`config.mk`:
```
export PLATFORM = sky130hd
export DESIGN_NAME = tmds_channel_decoder
export DESIGN_NICKNAME = d
export VERILOG_FILES = /design/src/rtl/tmds_channel_decoder.sv
export SDC_FILE = /design/constraint.sdc
export NUM_CORES = 1
export LEC_CHECK = 0
export CAP_MARGIN = 20
export CORE_MARGIN = 3
export CORE_UTILIZATION = 55
export CTS_CLUSTER_SIZE = 12
export DETAILED_ROUTE_END_ITERATION = 7
export GPL_TIMING_DRIVEN = 0
export PLACE_DENSITY_LB_ADDON = 0.1
export SLEW_MARGIN = 30
export SYNTH_ARGS = -nofsm -noshare
export SYNTH_HDL_FRONTEND = slang
export SYNTH_SLANG_ARGS = --single-unit
```
`constraint.sdc`:
```
create_clock -name pixclk -period 5.9 [get_ports pixclk]
set_clock_uncertainty 0.15 [all_clocks]
set_input_delay 0.885 -clock pixclk [delete_from_list [all_inputs] [get_ports pixclk]]
set_output_delay 0.885 -clock pixclk [all_outputs]
set_load 0.005 [all_outputs]
```
`src/rtl/tmds_channel_decoder.sv`:
```
// TMDS channel decoder: word alignment search/lock, control-token and 8b data decode.
// Optional TERC4 symbol matching while locked is enabled with `define TMDS_DEC_TERC4_EN.
module tmds_channel_decoder #(
    parameter int LOCK_COUNT     = 16,
    parameter int SEARCH_TIMEOUT = 1024
) (
    input  logic       pixclk,
    input  logic       rst,
    input  logic [9:0] sym_in,
    input  logic       sym_valid,
    output logic [7:0] data_out,
    output logic [1:0] c_out,
    output logic       de_out,
    output logic       valid_out,
    output logic       locked,
    output logic [3:0] slip,
    output logic       lock_lost,
    output logic [3:0] terc4_out,
    output logic       terc4_hit
);
    localparam int RUN_W = $clog2(LOCK_COUNT + 1);
    localparam int GAP_W = $clog2(SEARCH_TIMEOUT + 1);
    localparam logic [RUN_W-1:0] RUN_MAX = RUN_W'(LOCK_COUNT);
    localparam logic [GAP_W-1:0] GAP_MAX = GAP_W'(SEARCH_TIMEOUT);

    typedef enum logic {ST_SEARCH, ST_LOCKED} state_t;

    state_t           state_q, state_d;
    logic [9:0]       prev_q, prev_d;
    logic             have_prev_q, have_prev_d;
    logic [3:0]       slip_q, slip_d;
    logic [RUN_W-1:0] run_q, run_d;
    logic [GAP_W-1:0] gap_q, gap_d;
    logic [7:0]       data_q, data_d;
    logic [1:0]       c_q, c_d;
    logic             de_q, de_d;
    logic             valid_q, valid_d;
    logic             locked_q, locked_d;
    logic             lost_q, lost_d;

    logic [19:0]      hist;
    logic [9:0]       word;
    logic             is_token;
    logic [1:0]       token_c;
    logic [7:0]       d_bits;
    logic [7:0]       dec_byte;
    logic [RUN_W-1:0] run_inc;
    logic [GAP_W-1:0] gap_inc;
    logic [3:0]       slip_next;
    logic             eval;

    assign hist      = {sym_in, prev_q};
    assign word      = 10'(hist >> slip_q);
    assign run_inc   = (run_q == RUN_MAX) ? run_q : run_q + 1'b1;
    assign gap_inc   = (gap_q == GAP_MAX) ? gap_q : gap_q + 1'b1;
    assign slip_next = (slip_q == 4'd9) ? 4'd0 : slip_q + 4'd1;
    assign eval      = sym_valid & have_prev_q;

    always_comb begin
        is_token = 1'b1;
        token_c  = 2'b00;
        case (word)
            10'h354: token_c = 2'b00;
            10'h0AB: token_c = 2'b01;
            10'h154: token_c = 2'b10;
            10'h2AB: token_c = 2'b11;
            default: is_token = 1'b0;
        endcase
    end

    always_comb begin
        d_bits      = word[7:0] ^ {8{word[9]}};
        dec_byte    = 8'h00;
        dec_byte[0] = d_bits[0];
        for (int i = 1; i < 8; i++) begin
            dec_byte[i] = word[8] ? (d_bits[i] ^ d_bits[i-1]) : ~(d_bits[i] ^ d_bits[i-1]);
        end
    end

    always_comb begin
        state_d     = state_q;
        prev_d      = prev_q;
        have_prev_d = have_prev_q;
        slip_d      = slip_q;
        run_d       = run_q;
        gap_d       = gap_q;
        data_d      = data_q;
        c_d         = c_q;
        de_d        = de_q;
        valid_d     = 1'b0;
        locked_d    = locked_q;
        lost_d      = 1'b0;

        if (sym_valid) begin
            prev_d      = sym_in;
            have_prev_d = 1'b1;
        end

        // The very first accepted word only primes the history; nothing is decoded from it.
        if (eval) begin
            valid_d = 1'b1;
            if (is_token) begin
                de_d = 1'b0;
                c_d  = token_c;
            end else begin
                de_d   = 1'b1;
                data_d = dec_byte;
            end

            case (state_q)
                ST_SEARCH: begin
                    if (is_token) begin
                        gap_d = '0;
                        run_d = run_inc;
                        if (run_inc == RUN_MAX) begin
                            state_d  = ST_LOCKED;
                            locked_d = 1'b1;
                            run_d    = '0;
                        end
                    end else begin
                        run_d = '0;
                        gap_d = gap_inc;
                        if (gap_inc == GAP_MAX) begin
                            slip_d = slip_next;
                            gap_d  = '0;
                        end
                    end
                end
                ST_LOCKED: begin
                    if (is_token) begin
                        gap_d = '0;
                    end else begin
                        gap_d = gap_inc;
                        if (gap_inc == GAP_MAX) begin
                            state_d  = ST_SEARCH;
                            locked_d = 1'b0;
                            lost_d   = 1'b1;
                            slip_d   = slip_next;
                            gap_d    = '0;
                            run_d    = '0;
                        end
                    end
                end
                default: state_d = ST_SEARCH;
            endcase
        end
    end

    always_ff @(posedge pixclk) begin
        if (rst) begin
            state_q     <= ST_SEARCH;
            prev_q      <= '0;
            have_prev_q <= 1'b0;
            slip_q      <= '0;
            run_q       <= '0;
            gap_q       <= '0;
            data_q      <= '0;
            c_q         <= '0;
            de_q        <= 1'b0;
            valid_q     <= 1'b0;
            locked_q    <= 1'b0;
            lost_q      <= 1'b0;
        end else begin
            state_q     <= state_d;
            prev_q      <= prev_d;
            have_prev_q <= have_prev_d;
            slip_q      <= slip_d;
            run_q       <= run_d;
            gap_q       <= gap_d;
            data_q      <= data_d;
            c_q         <= c_d;
            de_q        <= de_d;
            valid_q     <= valid_d;
            locked_q    <= locked_d;
            lost_q      <= lost_d;
        end
    end

    assign data_out  = data_q;
    assign c_out     = c_q;
    assign de_out    = de_q;
    assign valid_out = valid_q;
    assign locked    = locked_q;
    assign slip      = slip_q;
    assign lock_lost = lost_q;

`ifdef TMDS_DEC_TERC4_EN
    logic [3:0] terc4_q, terc4_d;
    logic       terc4_hit_q, terc4_hit_d;
    logic [4:0] terc4_m;

    always_comb begin
        case (word)
            10'h29C: terc4_m = {1'b1, 4'd0};
            10'h263: terc4_m = {1'b1, 4'd1};
            10'h2E4: terc4_m = {1'b1, 4'd2};
            10'h2E2: terc4_m = {1'b1, 4'd3};
            10'h171: terc4_m = {1'b1, 4'd4};
            10'h11E: terc4_m = {1'b1, 4'd5};
            10'h18E: terc4_m = {1'b1, 4'd6};
            10'h13C: terc4_m = {1'b1, 4'd7};
            10'h2CC: terc4_m = {1'b1, 4'd8};
            10'h139: terc4_m = {1'b1, 4'd9};
            10'h19C: terc4_m = {1'b1, 4'd10};
            10'h2C6: terc4_m = {1'b1, 4'd11};
            10'h28E: terc4_m = {1'b1, 4'd12};
            10'h271: terc4_m = {1'b1, 4'd13};
            10'h163: terc4_m = {1'b1, 4'd14};
            10'h2C3: terc4_m = {1'b1, 4'd15};
            default: terc4_m = 5'd0;
        endcase
    end

    always_comb begin
        terc4_d     = terc4_q;
        terc4_hit_d = terc4_hit_q;
        if (eval) begin
            terc4_hit_d = (state_q == ST_LOCKED) & terc4_m[4];
            terc4_d     = (state_q == ST_LOCKED) ? terc4_m[3:0] : 4'd0;
        end
    end

    always_ff @(posedge pixclk) begin
        if (rst) begin
            terc4_q     <= '0;
            terc4_hit_q <= 1'b0;
        end else begin
            terc4_q     <= terc4_d;
            terc4_hit_q <= terc4_hit_d;
        end
    end

    assign terc4_out = terc4_q;
    assign terc4_hit = terc4_hit_q;
`else
    assign terc4_out = 4'd0;
    assign terc4_hit = 1'b0;
`endif

endmodule

```
Word-level counts from Yosys, hierarchy flattened
Index checks and enable logic that the tools add are counted.
{ "totals": {"register_bits": 46, "elab_cells": 89} }
{ "op_classes": {"n_addsub": 3, "n_eq_ne": 13, "n_shift": 1, "n_mux": 34, "n_bitwise": 19, "reduce_logical": 7} }
{ "ops": {"columns": ["operator", "count"], "rows": [
  ["two-way mux 11 bit", 3],
  ["two-way mux 5 bit", 5],
  ["equality test 11 bit (second input constant)", 2],
  ["equality test 10 bit (second input constant)", 2],
  [">> shifter 20 x 4 -> 10 bit", 1],
  ["two-way mux 1 bit", 19],
  ["two-way mux 4 bit", 3],
  ["adder 11 x 1 -> 11 bit (second input constant)", 1],
  ["equality test 10 x 8 -> 1 bit (second input constant)", 1],
  ["equality test 10 x 9 -> 1 bit (second input constant)", 1],
  ["equality test 5 bit (second input constant)", 2],
  ["inverter 1 bit", 10],
  ["one-hot mux 5 bit (2 select lines)", 1],
  ["OR reduction 4 bit", 2],
  ["bitwise XOR 8 bit", 1],
  ["bitwise XOR 1 bit", 7],
  ["inequality test 2 bit (second input constant)", 3],
  ["one-hot mux 2 bit (3 select lines)", 1],
  ["AND reduction 3 bit", 2],
  ["adder 5 x 1 -> 5 bit (second input constant)", 1],
  ["AND reduction 5 bit", 1],
  ["adder 4 x 1 -> 4 bit (second input constant)", 1],
  ["equality test 4 bit (second input constant)", 1],
  ["one-hot mux 1 bit (2 select lines)", 2],
  ["3 further kinds", 4]
]} }

Longest topological paths before layout
{ "logic_depth": {"depth_word": 6, "ltp_mapped": 19} }

Least setup slack after synthesis
OpenSTA, ideal clock, no wires.
{ "synth_path": {"path_type": "register to register", "startpoint": "register slip_q[0] (netlist: slip[0])", "endpoint": "register run_q[3]", "setup_ns": 0.070, "arrival_ns": 3.392, "slack_ns": 2.287, "path_stages_with_launch": 13, "path_buffers": 2, "period_less_slack_ns": 3.613, "path_cell_list": "dfxtp_1 > buf_2 > buf_1 > mux4_2 > mux4_2 > inv_1 > ha_1 > nand4_1 > a21oi_1 > o21ai_1 > a21boi_1 > or4_1 > a21oi_1"} }
{ "synth_between": {"elab_chain_cells": 6, "elab_cells_between_ends": 11, "cone_classes": "eq/ne (5); shift (1); mux (3); reduce/logical (2)"} }
{ "synth_rtl": {"columns": ["element", "line_no", "source"], "rows": [
  ["from (decl)", "31", "logic [3:0] slip_q, slip_d;"],
  ["from (signal assigned)", "167", "slip_q <= slip_d;"],
  [">> shifter 20 x 4 -> 10 bit *", "53", "assign word = 10'(hist >> slip_q);"],
  ["equality test 10 bit (tied with other cells)", "62", "case (word)"],
  ["OR reduction 4 bit (no source line) *", null, null],
  ["two-way mux 1 bit *", "62", null],
  ["two-way mux 5 bit or inequality test 2 bit (tied branches)", null, null],
  ["one-hot mux 5 bit (2 select lines) or AND reduction 3 bit (tied branches)", null, null],
  ["to (signal assigned)", "168", "run_q <= run_d;"],
  ["to (decl)", "32", "logic [RUN_W-1:0] run_q, run_d;"]
]} }
Every way passes the cells marked *; elsewhere a longest branch is shown, timed or not.
A chain may end at the register's enable or synchronous reset.

Worst setup path after layout
{ "layout_path": {"startpoint": "register slip_q[0] (netlist: slip[0])", "endpoint": "register run_q[4]"} }
Same word-level chain as after synthesis.

==> summary.txt <==
post-cts hold buffer count - 0
leading area contributor after synthesis - dfxtp_1
Final setup viols - 0
XOR/XNOR Fraction of Synth Area - 4.69%
CP peak stage delay - 0.56 ns
cell with the most instances after synthesis - dfxtp_1
WP data required - 5.92 ns
Die Ht - 84.2 um
status - complete, no violations
TritonCTS clock tree - done
Cell variety after synth - 63
combinational power share - 14.7%
top cells by area, synth - dfxtp_1 27%, mux4_2 10%, mux2i_1 8.9%
GRT Util Overall - 24.3%
number of diodes - 0
Switching Fraction - 23.8%
Synth Area in Adders - 4.47%
final hold vios - 0
Crit Path Class - reg2reg
sequential share of the synthesized area - 27.4%
critical path peak fanout - 10
global-route wire length before repair - 14400 um
Post-synth top cells - 46 x dfxtp_1, 41 x nand2_1, 36 x nor2_1, 30 x mux2i_1, 27 x a21oi_1
post-route minimum period - 4.26 ns
Layout Cells excl Fill - 504
Max Clk Rate - 235 MHz
synthesized area - 3360 um2
first-pass iteration count of the detailed router - 5
Layout area overhead - 16.0%
ANT nets after route - 0
mux share of post-synthesis cell area - 21.0%
Synth Register Bits - 46
Starting DRT DRC Count - 144
worst slew pin tran - 0.636 ns
yosys warns - 0
Vias - 3055
Pwr per Cell Area - 186 nW/um2
Slew HR - 57.6%
main combinational cell family by area after synthesis - multiplexers
die area - 7080 um2
P_leak - 1.45 nW
Core Rows - 27
IO Pins - 36
dpl cells - 496
H-Tree Depth - 2
maximum VDD drop - 0.126 mV
pin count of the biggest net entering global routing - 15
root buffer cell - clkbuf_8
clock share of power - 40.2%
Seq pwr share - 45.1%
total CTS buffers - 5
CTS clock-pin slew for the worst setup and hold paths - 0.09 ns
EDFF count, synth - 0
syn_area_per_cell - 8.60 um2
P_int - 0.553 mW
Critical Path AT - 4.28 ns
Tcrit/Tclk final - 72.1%
WL/cell - 16.1 um
Worst path slowest cell - mux4_2
layout cells sized above 1 - 12.0%
post-CTS sizing - 0
Main synth FF type - dfxtp_1
vias in the first global route - 3008
Core Footprint - 5710 um2
# nets final - 456
CP Capture Type - flip-flop
Net Switching - 0.172 mW
global route overflow - 0
hold crit path type - reg2reg
RSZ-0062 raised after global routing - false
antenna violations before repair - 0
drc violations - 0
fraction of the mapped netlist area in compound gates - 15.9%
critical path startpoint category - flip-flop
Syn Inst Count - 391
Post-Synth Simple-Gate Area - 19.7%
fin. max-slew vios - 0
vias per inst - 6.06
Sink Count - 46
share of the synthesized area in the top cell type - 27.4%
Port Buffers - 29
clk buf depth - 2
async set-reset flop share out of synthesis - 0%
Detailed Place HPWL - 6210 um
initial core utilization - 58.9%
worst path cell trace - buf_2, buf_1, clkbuf_1, o22ai_1, mux4_2, ha_1, nand4_1, a21oi_1, o21ai_1, a21boi_1, nor2_1, a41oi_1, a311oi_1
TNS Setup - 0 ns
Max Cap Viol - 0
Post-Route WL - 8110 um
routability cong. - 0.906
Setup Buffers After CTS - 0
clock latency on the worst-skew pair - 0.30 ns
Die Span X - 84.2 um
[power groups by stage]
stage | registers, mW | logic [mW] | clock network, mW
2_1_floorplan | 0.333 | 0.0701 | 0
3_3_place_gp | 0.334 | 0.104 | 0
3_5_place_dp | 0.334 | 0.106 | 0
4_1_cts | 0.327 | 0.107 | 0.296
5_1_grt | 0.329 | 0.119 | 0.309
6_report | 0.327 | 0.107 | 0.291
[cell families after synthesis]
kind of cell               Yosys count
DFF                                 46
other                                1
muxes                               51
adders and majority gates           12
and+or+nand+nor                    130
AOI/OAI and AO/OA                   84
buffers and inverters               49
xor gates and xnor gates            18
[layout make-up]
class                   count  area, um2
well taps                  72       90.1
multi-input cells         300       2230
fillers                   489       1810
flip-flops and latches     46        921
plain buffers              31        158
inverters                  18       67.6
clock inverters             2       60.1
repair buffers             29        290
clock buffers               6       82.6
[path summary, 6_finish.rpt]
| check | from | depth (start not counted) | slack (ns) | end |
|---|---|---|---|---|
| setup / recovery | slip[0] | 13 | 1.64 | run_q[4] |
| hold / removal | data_out[2] | 2 | 0.30 | data_out[2] |
| setup reg to reg | slip[0] | 13 | 1.64 | run_q[4] |
| hold reg to reg | data_out[2] | 2 | 0.30 | data_out[2] |
[registers in the layout (all words and copies together), names as in the netlist, 2 cells and up]
name,count
c_out,2
data_out,8
gap_q,11
prev_q,10
run_q,5
slip,4
[stage by stage]
step	power [mW]	setup WS [ns]	cell area (um2)	util [%]	hold WS [ns]
6_report	0.725	1.64	3900	68.3	0.303
5_1_grt	0.757	1.32	3900	68.3	0.324
4_1_cts	0.729	1.68	3900	68.3	0.306
3_5_place_dp	0.440	1.43	3760	65.8	0.294
3_3_place_gp	0.438	1.47	3760	65.8	0.292
2_1_floorplan	0.403	2.29	3380	-	0.290
[routing by layer]
metal | GRT usage (%) | up-vias | part of all wire [%]
met3 | 5.10 | 17 | 4.8
li1 | - | 1491 | -
met4 | 5.41 | 0 | 1.5
met5 | 0 | - | 0
met2 | 42.0 | 89 | 50
met1 | 31.1 | 1458 | 44
[cells in the final DEF (no fill, tap or decap), types with 8 or more instances in the layout]
cell type / n
dfxtp_1: 46
nand2_1: 41
nor2_1: 36
mux2i_1: 30
clkdlybuf4s50_1: 29
a21oi_1: 27
mux4_2: 15
inv_1: 15
xnor2_1: 15
clkbuf_1: 13
ha_1: 12
o21ai_0: 11
o21ai_1: 11
nand3_1: 8
[worst max-delay path: cells and delay by family (launching register included)]
family | cells | cell delay (ns)
adders and majority gates | 1 | 0.21
and+or+nand+nor | 2 | 0.36
DFF | 1 | 0.36
AOI/OAI and AO/OA | 6 | 1.34
muxes | 1 | 0.56
buffers and inverters | 3 | 1.14
(Power assumes the default switching activity.)
